## src/rtl/fifo_rr_ctrl.sv

```systemverilog
// Round-robin write arbiter and occupancy tracker in front of a flagless FIFO.
// FIFO read data doubles as the output register of a zero-bubble valid/ready stream.
module fifo_rr_ctrl #(
    parameter int unsigned N_REQ      = 4,
    parameter int unsigned DATA_WIDTH = 32,
    parameter int unsigned DEPTH      = 16,
    parameter int unsigned ID_W       = (N_REQ > 1) ? $clog2(N_REQ) : 1
) (
    input  logic                          clk,
    input  logic                          rst,
    input  logic [N_REQ-1:0]              in_valid,
    input  logic [N_REQ*DATA_WIDTH-1:0]   in_data,
    output logic [N_REQ-1:0]              in_ready,
    output logic                          fifo_wr_en,
    output logic [ID_W+DATA_WIDTH-1:0]    fifo_wdata,
    output logic                          fifo_rd_en,
    input  logic [ID_W+DATA_WIDTH-1:0]    fifo_rdata,
    output logic                          out_valid,
    input  logic                          out_ready,
    output logic [DATA_WIDTH-1:0]         out_data,
    output logic [ID_W-1:0]               out_src,
    output logic [$clog2(DEPTH+1)-1:0]    count,
    output logic                          full,
    output logic                          empty
);

    localparam int unsigned CNT_W = $clog2(DEPTH + 1);

    logic [CNT_W-1:0] count_q, count_d;
    logic             out_valid_q, out_valid_d;
    logic [ID_W-1:0]  ptr_q, ptr_d;

    logic [ID_W-1:0]       winner;
    logic [ID_W-1:0]       idx;
    logic                  found;
    logic [DATA_WIDTH-1:0] data_arr [N_REQ];

    for (genvar g = 0; g < N_REQ; g++) begin : g_unpack
        assign data_arr[g] = in_data[g*DATA_WIDTH +: DATA_WIDTH];
    end

    // Priority starts just after the last winner and wraps around.
    always_comb begin
        found  = 1'b0;
        winner = ptr_q;
        idx    = ptr_q;
        for (int unsigned k = 1; k <= N_REQ; k++) begin
            idx = ID_W'((32'(ptr_q) + k) % N_REQ);
            if (!found && in_valid[idx]) begin
                found  = 1'b1;
                winner = idx;
            end
        end
    end

    assign full  = (count_q == CNT_W'(DEPTH));
    assign empty = (count_q == '0);
    assign count = count_q;

    // No full-bypass: keeps out_ready off the in_ready path.
    assign fifo_wr_en = !rst && found && !full;
    assign fifo_wdata = {winner, data_arr[winner]};
    assign fifo_rd_en = !rst && !empty && (!out_valid_q || out_ready);

    always_comb begin
        in_ready = '0;
        if (fifo_wr_en) begin
            in_ready[winner] = 1'b1;
        end
    end

    assign out_valid = out_valid_q;
    assign out_data  = fifo_rdata[DATA_WIDTH-1:0];
    assign out_src   = fifo_rdata[ID_W+DATA_WIDTH-1 -: ID_W];

    always_comb begin
        count_d     = count_q;
        out_valid_d = out_valid_q;
        ptr_d       = ptr_q;
        if (fifo_wr_en && !fifo_rd_en) begin
            count_d = count_q + 1'b1;
        end else if (!fifo_wr_en && fifo_rd_en) begin
            count_d = count_q - 1'b1;
        end
        if (fifo_rd_en) begin
            out_valid_d = 1'b1;
        end else if (out_ready) begin
            out_valid_d = 1'b0;
        end
        if (fifo_wr_en) begin
            ptr_d = winner;
        end
    end

    always_ff @(posedge clk) begin
        if (rst) begin
            count_q     <= '0;
            out_valid_q <= 1'b0;
            ptr_q       <= ID_W'(N_REQ - 1);
        end else begin
            count_q     <= count_d;
            out_valid_q <= out_valid_d;
            ptr_q       <= ptr_d;
        end
    end

    a_count_bound: assert property (@(posedge clk) disable iff (rst) count_q <= CNT_W'(DEPTH));

endmodule

```

## config.mk

```make
export PLATFORM = sky130hd
export DESIGN_NAME = fifo_rr_ctrl
export DESIGN_NICKNAME = d
export VERILOG_FILES = /design/src/rtl/fifo_rr_ctrl.sv
export SDC_FILE = /design/constraint.sdc
export NUM_CORES = 1
export LEC_CHECK = 0
export ABC_CLOCK_PERIOD_IN_PS = 5400
export CORE_AREA = 2 2 99 101
export DETAILED_ROUTE_END_ITERATION = 8
export DIE_AREA = 0 0 101 103
export GPL_TIMING_DRIVEN = 0
export HOLD_SLACK_MARGIN = 0.03
export PLACE_DENSITY_LB_ADDON = 0.2
export SKIP_CTS_REPAIR_TIMING = 1
export SYNTH_ARGS = -nofsm -noshare
export SYNTH_HDL_FRONTEND = slang
export SYNTH_SLANG_ARGS = --single-unit
```

## constraint.sdc

```tcl
create_clock -name clk -period 5.4 [get_ports clk]
set_input_delay 1.08 -clock clk [delete_from_list [all_inputs] [get_ports clk]]
set_output_delay 1.08 -clock clk [all_outputs]
set_load 0.05 [all_outputs]
```

# --- After elaboration in Yosys (flattened, before gate mapping) ---
# Cells that the tools add are included.
word_totals:
  reg_bits: 8
  in_bits: 169
  output_inout_bits: 82
  elab_cells: 67
op_classes:
  add_sub_neg: 6
  order_cmp: 7
  eq_ne: 1
  n_mux: 26
  n_bitwise: 1
  reduce_logical: 23
op_table:
  columns: ["op", "n"]
  rows:
  - ["binary-select mux 32 bit (select 2 bit)", 1]
  - ["two-way mux 32 bit", 2]
  - ["< comparator 2 x 3 -> 1 bit, second input constant", 5]
  - ["two-way mux 1 bit", 11]
  - ["logical AND 1 bit", 10]
  - ["two-way mux 5 bit", 2]
  - ["logical NOT 1 bit", 9]
  - ["binary-select mux 1 bit (select 2 bit)", 4]
  - ["two-way mux 2 bit", 4]
  - ["adder 5 x 1 -> 5 bit, second input constant", 1]
  - ["== test 5 bit, second input constant", 1]
  - ["logical NOT 5 bit", 1]
  - ["subtractor 5 x 1 -> 5 bit, second input constant", 1]
  - ["adder 2 x 1 -> 2 bit, second input constant", 2]
  - ["adder 2 bit, second input constant", 2]
  - ["two-way mux 4 bit", 1]
  - ["nonzero test 2 bit", 2]
  - [">= comparator 3 bit, second input constant", 1]
  - ["inverter 2 -> 3 bit", 1]
  - ["demux 1 bit (select 2 bit)", 1]
  - [">= comparator 2 x 1 -> 1 bit, second input constant", 1]
  - ["logical OR 1 bit", 1]

# --- Longest topological paths before layout ---
# Gate-level depths: netlist of run 1.
logic_depth:
  depth_word: 19
  depth_mapped: 10
  depth_no_buf: 10

# --- Least setup slack after synthesis of run 1 ---
# Ideal clock, no wire load.
synth_timing:
  path_type: "input-to-reg"
  from: "input port in_valid[1]"
  to: "register count_q[4], in the netlist count[4]"
  setup_ns: 0.121
  arrival_time_ns: 3.827
  required_ns: 5.279
  setup_slack_ns: 1.452
  path_stages: 10
  n_path_buf: 0
  cell_sequence: "nor2_1 > a2bb2o_2 > nor2_1 > ha_1 > inv_1 > fa_1 > a21o_1 > a21oi_1 > mux2i_1 > mux2_2"
synth_via:
  elab_chain_len: 17
  elab_cells_between_ends: 25
  classes_between: "mux (13); reduce/logical (12)"
synth_lines:
  columns: ["element", "line_no", "text"]
  rows:
  - ["from (decl)", "11", "input logic [N_REQ-1:0] in_valid,"]
  - ["binary-select mux 1 bit (select 2 bit)", "49", "if (!found && in_valid[idx]) begin"]
  - ["two-way mux 1 bit (implied by the code)", "49", null]
  - ["two-way mux 1 bit", "49", null]
  - ["logical NOT 1 bit", "49", null]
  - ["logical AND 1 bit", "49", null]
  - ["two-way mux 1 bit", "49", null]
  - ["logical NOT 1 bit", "49", null]
  - ["logical AND 1 bit", "49", null]
  - ["two-way mux 1 bit", "49", null]
  - ["logical NOT 1 bit", "49", null]
  - ["logical AND 1 bit", "49", null]
  - ["two-way mux 1 bit *", "49", null]
  - ["logical AND 1 bit * (2 in a row)", "61", "assign fifo_wr_en = !rst && found && !full;"]
  - ["named net fifo_wr_en", "14", "output logic fifo_wr_en,"]
  - ["logical NOT 1 bit", "82", "end else if (!fifo_wr_en && fifo_rd_en) begin"]
  - ["logical AND 1 bit", "82", null]
  - ["nonzero test 2 bit (no source line)", null, null]
  - ["to (signal assigned)", "101", "count_q <= count_d;"]
  - ["to (decl)", "29", "logic [CNT_W-1:0] count_q, count_d;"]
# Mark *: on every way through the listed nets, which the timed path passes. The rest lies on a longest branch. The select of a mux whose other input is x is not followed.
# A chain may end at the register's enable or synchronous reset.

# --- Worst setup path in the final report of run 1 ---
layout_timing:
  from: "input port in_valid[1]"
  to: "output port fifo_wdata[20]"
layout_via:
  elab_chain_len: 16
  elab_cells_between_ends: 25
  classes_between: "mux (18); bitwise (1); reduce/logical (6)"
layout_lines:
  columns: ["element", "line_no", "text"]
  rows:
  - ["binary-select mux 1 bit (select 2 bit)", "49", null]
  - ["two-way mux 1 bit (implied by the code)", "49", null]
  - ["two-way mux 1 bit", "49", null]
  - ["logical NOT 1 bit", "49", null]
  - ["logical AND 1 bit", "49", null]
  - ["two-way mux 1 bit", "49", null]
  - ["logical NOT 1 bit", "49", null]
  - ["logical AND 1 bit", "49", null]
  - ["two-way mux 1 bit", "49", null]
  - ["logical NOT 1 bit", "49", null]
  - ["logical AND 1 bit", "49", null]
  - ["two-way mux 2 bit *", "49", null]
  - ["inverter 2 -> 3 bit (implied by the code) *", "62", "assign fifo_wdata = {winner, data_arr[winner]};"]
  - ["binary-select mux 32 bit (select 2 bit) *", "62", null]
  - ["two-way mux 32 bit (implied by the code) * (2 in a row)", "62", null]
  - ["to (decl)", "15", "output logic [ID_W+DATA_WIDTH-1:0] fifo_wdata,"]
# Mark *: on every way between the ends. The rest lies on a longest branch, timed or not. The select of a mux whose other input is x is not followed.

==> summary.txt, run 1 <==
EDFF count, synth - 0
Delay-heaviest family, CP - buffers and inverters
GR Util met1 - 0.255
Total grt overflow - 0
1st-iter DRT viols - 155
Hold Path Depth - 2
Layout cells sized above 1 - 0.113
Total Wirelength - 11400 um
Req. time, crit path - 4320 ps
CP max stage delay - 860 ps
Post-Place Cells - 711
Skew final - 1.55 ps
Die area - 0.0104 sq mm
Comb power frac - 0.916
Synth top area cells - a32oi_1, a211oi_1, mux2i_1
FILL cells - 926
Worst hold-check path type - register to register
Top-area cell type share of the netlist area - 0.208
Endpoint, Worst Hold - count[3]
Core Rows - 36
Total number of vias - 3689
Max Root-Sink Buffers - 2
Drt pass-1 iters - 4
Syn Inst Count - 382
Crit path kind - input pin to primary output
Final setup fails - 0
Starting Density - 0.289
GRT Total Usage - 0.200
Commonest cells in the netlist - inv_1, a32oi_1, a211oi_1
Die W - 101 um
Yosys cell types - 36
Worst setup SP type - input pin
Hold_ws - 525 ps
Cell Int Power - 896 uW
Die height - 103 um
Final setup margin - 296 ps
Final Max Slew Viols - 0
Post-synthesis sequential area ratio - 0.0586
Max-slew headroom - 0.427
Ant diodes - 0
Final Non-Filler Cells - 714
Layout Utilization - 0.536
Slowest CP cell - clkdlybuf4s50_1
Port-buffer cells - 215
Status - completed
GPL Wtd Cong - 0.872
Critical path fanouts, max - 10
Leak Pwr - 0.00221 uW
Min-delay src - count[3]
Most Crowded Layer GR - met2
Max H-tree Level - 1
RSZ-0062 raised after global routing - false
R2R cell count - 10
Most frequent CP cell - clkdlybuf4s50_1
Initial antenna violation count - 0
Main synth FF type - dfxtp_1
Pre-CTS setup slack - 276 ps
CTS Root Cell - clkbuf_8
Clock buffers created by TritonCTS - 3
R2R Setup Slk - 2240 ps
Vias per cell - 5.17
Register share of total power - 0.052
Worst vdd ir - 0.379 mV
Period Utilization, post-route - 0.945
Area leader, netlist - a32oi_1
Kind of capture point of the worst setup path - primary output
Synthesized area per cell - 7.15 sq um
Count leader, synth - inv_1
First-pass GRT wire length - 17100 um
CTS clk-pin slew, worst paths - 40 ps
Area growth syn-to-layout - 85.5%
Post-synthesis async set-or-reset flop share - 0
Critical path buffers and inverters - 3
TritonCTS Sinks - 8
Global Route met2 Usage - 0.349
Switching share of power - 0.596
Post-route ant nets - 0
CTS tree - yes
Clock network power share - 0.033
DRC violations left - 0
Max_cap viols - 0
Wire per inst - 16.0 um
Ys Warns - 0
Number of top-level pins - 251
Worst-path cell chain - clkdlybuf4s50_1, o21a_1, o21ai_1, buf_2, a32oi_1, mux2i_1, clkdlybuf4s50_1
Syn Std Cell Area - 0.00273 sq mm
Post-synthesis register bit count - 8
Setup crit start - in_valid[1]
Dpl hpwl - 9060 um
RR Startpoint - count[0]
Post-Syn Nets - 556
Worst reg2reg path endpoint - count[4]
Vias in the first global route - 3559
Worst-Skew Late Latency - 230 ps
Slew @ Worst Pin - 854 ps
CP arrival - 4020 ps
Largest net degree at the start of global routing - 11
Switching pwr - 1320 uW
Met3 Use GR - 0.0407
Achievable Freq - 0.196 GHz
Core Area - 0.00946 sq mm
NumNets Final - 776
Power Density - 437 mW/mm^2
Setup_tns - 0 ps
Final hold vios - 0
Post-layout min period - 5100 ps
==> flip-flops by register name, indices dropped and copies added, names as in the netlist <==
| register | flops |
|---|---|
| out_valid | 1 |
| count | 5 |
| ptr_q | 2 |
==> layout make-up <==
type | count | area [sq um] | area share
Tap cell | 114 | 143 | 0.0281
Multi-Input combinational cell | 222 | 1780 | 0.352
Inverter | 71 | 267 | 0.0526
Clock buffer | 3 | 41.3 | 0.00815
Timing Repair Buffer | 215 | 2150 | 0.425
Sequential cell | 8 | 160 | 0.0316
Buffer | 81 | 520 | 0.103
==> kinds of logic (layout without fill, tap and decap cells) <==
family / Yosys count / count (layout) / share of synthesized area
buf+inv: 152 / 370 / 0.288
compound gates: 143 / 143 / 0.419
simple gates: 36 / 36 / 0.0701
mux: 35 / 35 / 0.129
flops: 8 / 8 / 0.0586
fa+ha+maj: 5 / 5 / 0.0257
xor+xnor: 3 / 3 / 0.00962
==> layout by cell type, fill, tap and decap left out, types with 2 or more instances in the layout <==
cell,Yosys,routed
nand2_1,4,4
nor3_1,2,2
clkdlybuf4s50_1,0,215
a21o_1,2,2
a211oi_1,64,64
dfxtp_1,8,8
inv_1,70,70
o211ai_1,2,2
a21oi_1,5,5
nor2b_1,3,3
clkbuf_8,0,3
buf_6,8,8
mux2i_1,34,34
a32oi_1,65,65
buf_4,36,36
nor2_1,14,14
and3_1,4,4
ha_1,4,4
clkbuf_1,20,20
buf_2,17,17
xor2_1,2,2
nand2b_1,2,2
==> through the flow <==
stage / power [uW] / cell area (sq um)
5_1_grt: 2350 / 5070
2_1_floorplan: 1510 / 2730
3_5_place_dp: 2130 / 5030
3_3_place_gp: 2110 / 5030
4_1_cts: 2220 / 5070
6_report: 2220 / 5070
==> power by group through the flow <==
| stage | clock network (uW) | logic, uW | registers [uW] |
|---|---|---|---|
| final | 72.5 | 2030 | 115 |
| after CTS | 74.3 | 2040 | 114 |
| after global routing | 77.6 | 2150 | 120 |
| after floorplan | 0 | 1330 | 180 |
| after detailed placement | 0 | 2020 | 115 |
| after global placement | 0 | 2000 | 114 |
==> layer usage <==
layer	routed length, um	share of wire	vias up
met5	0	0	-
met4	189	0.017	0
met3	1020	0.089	16
met2	5300	0.46	186
met1	4950	0.43	1642
li1	-	-	1845
==> worst min-delay path: stages, from the launching register on <==
cell and delay, ps:
dfxtp_1 330, nand3_1 90, o31ai_1 60
==> how the worst max path moves through the flow <==
| stage | slack (ps) | cells past startpoint | endpoint |
|---|---|---|---|
| 3_5_place_dp | 280 | 7 | fifo_wdata[20] |
| 5_1_grt | 110 | 7 | fifo_wdata[10] |
| 6_report | 300 | 7 | fifo_wdata[20] |
| 3_3_place_gp | 320 | 7 | fifo_wdata[10] |
| 2_1_floorplan | 1450 | 10 | count[4] |
| 4_1_cts | 270 | 7 | fifo_wdata[20] |
(Power assumes the default switching activity.)
==> inputs of run 2 (changes only) <==
--- a/config.mk
+++ b/config.mk
@@ -9,10 +9,12 @@
 export CORE_AREA = 2 2 99 101
 export DETAILED_ROUTE_END_ITERATION = 8
 export DIE_AREA = 0 0 101 103
+export GPL_ROUTABILITY_DRIVEN = 0
 export GPL_TIMING_DRIVEN = 0
 export HOLD_SLACK_MARGIN = 0.03
 export PLACE_DENSITY_LB_ADDON = 0.2
 export SKIP_CTS_REPAIR_TIMING = 1
+export SKIP_LAST_GASP = 1
 export SYNTH_ARGS = -nofsm -noshare
 export SYNTH_HDL_FRONTEND = slang
 export SYNTH_SLANG_ARGS = --single-unit
==> results of run 2 <==
Same layout as run 1: the final DEF is identical, and so are final timing and power.
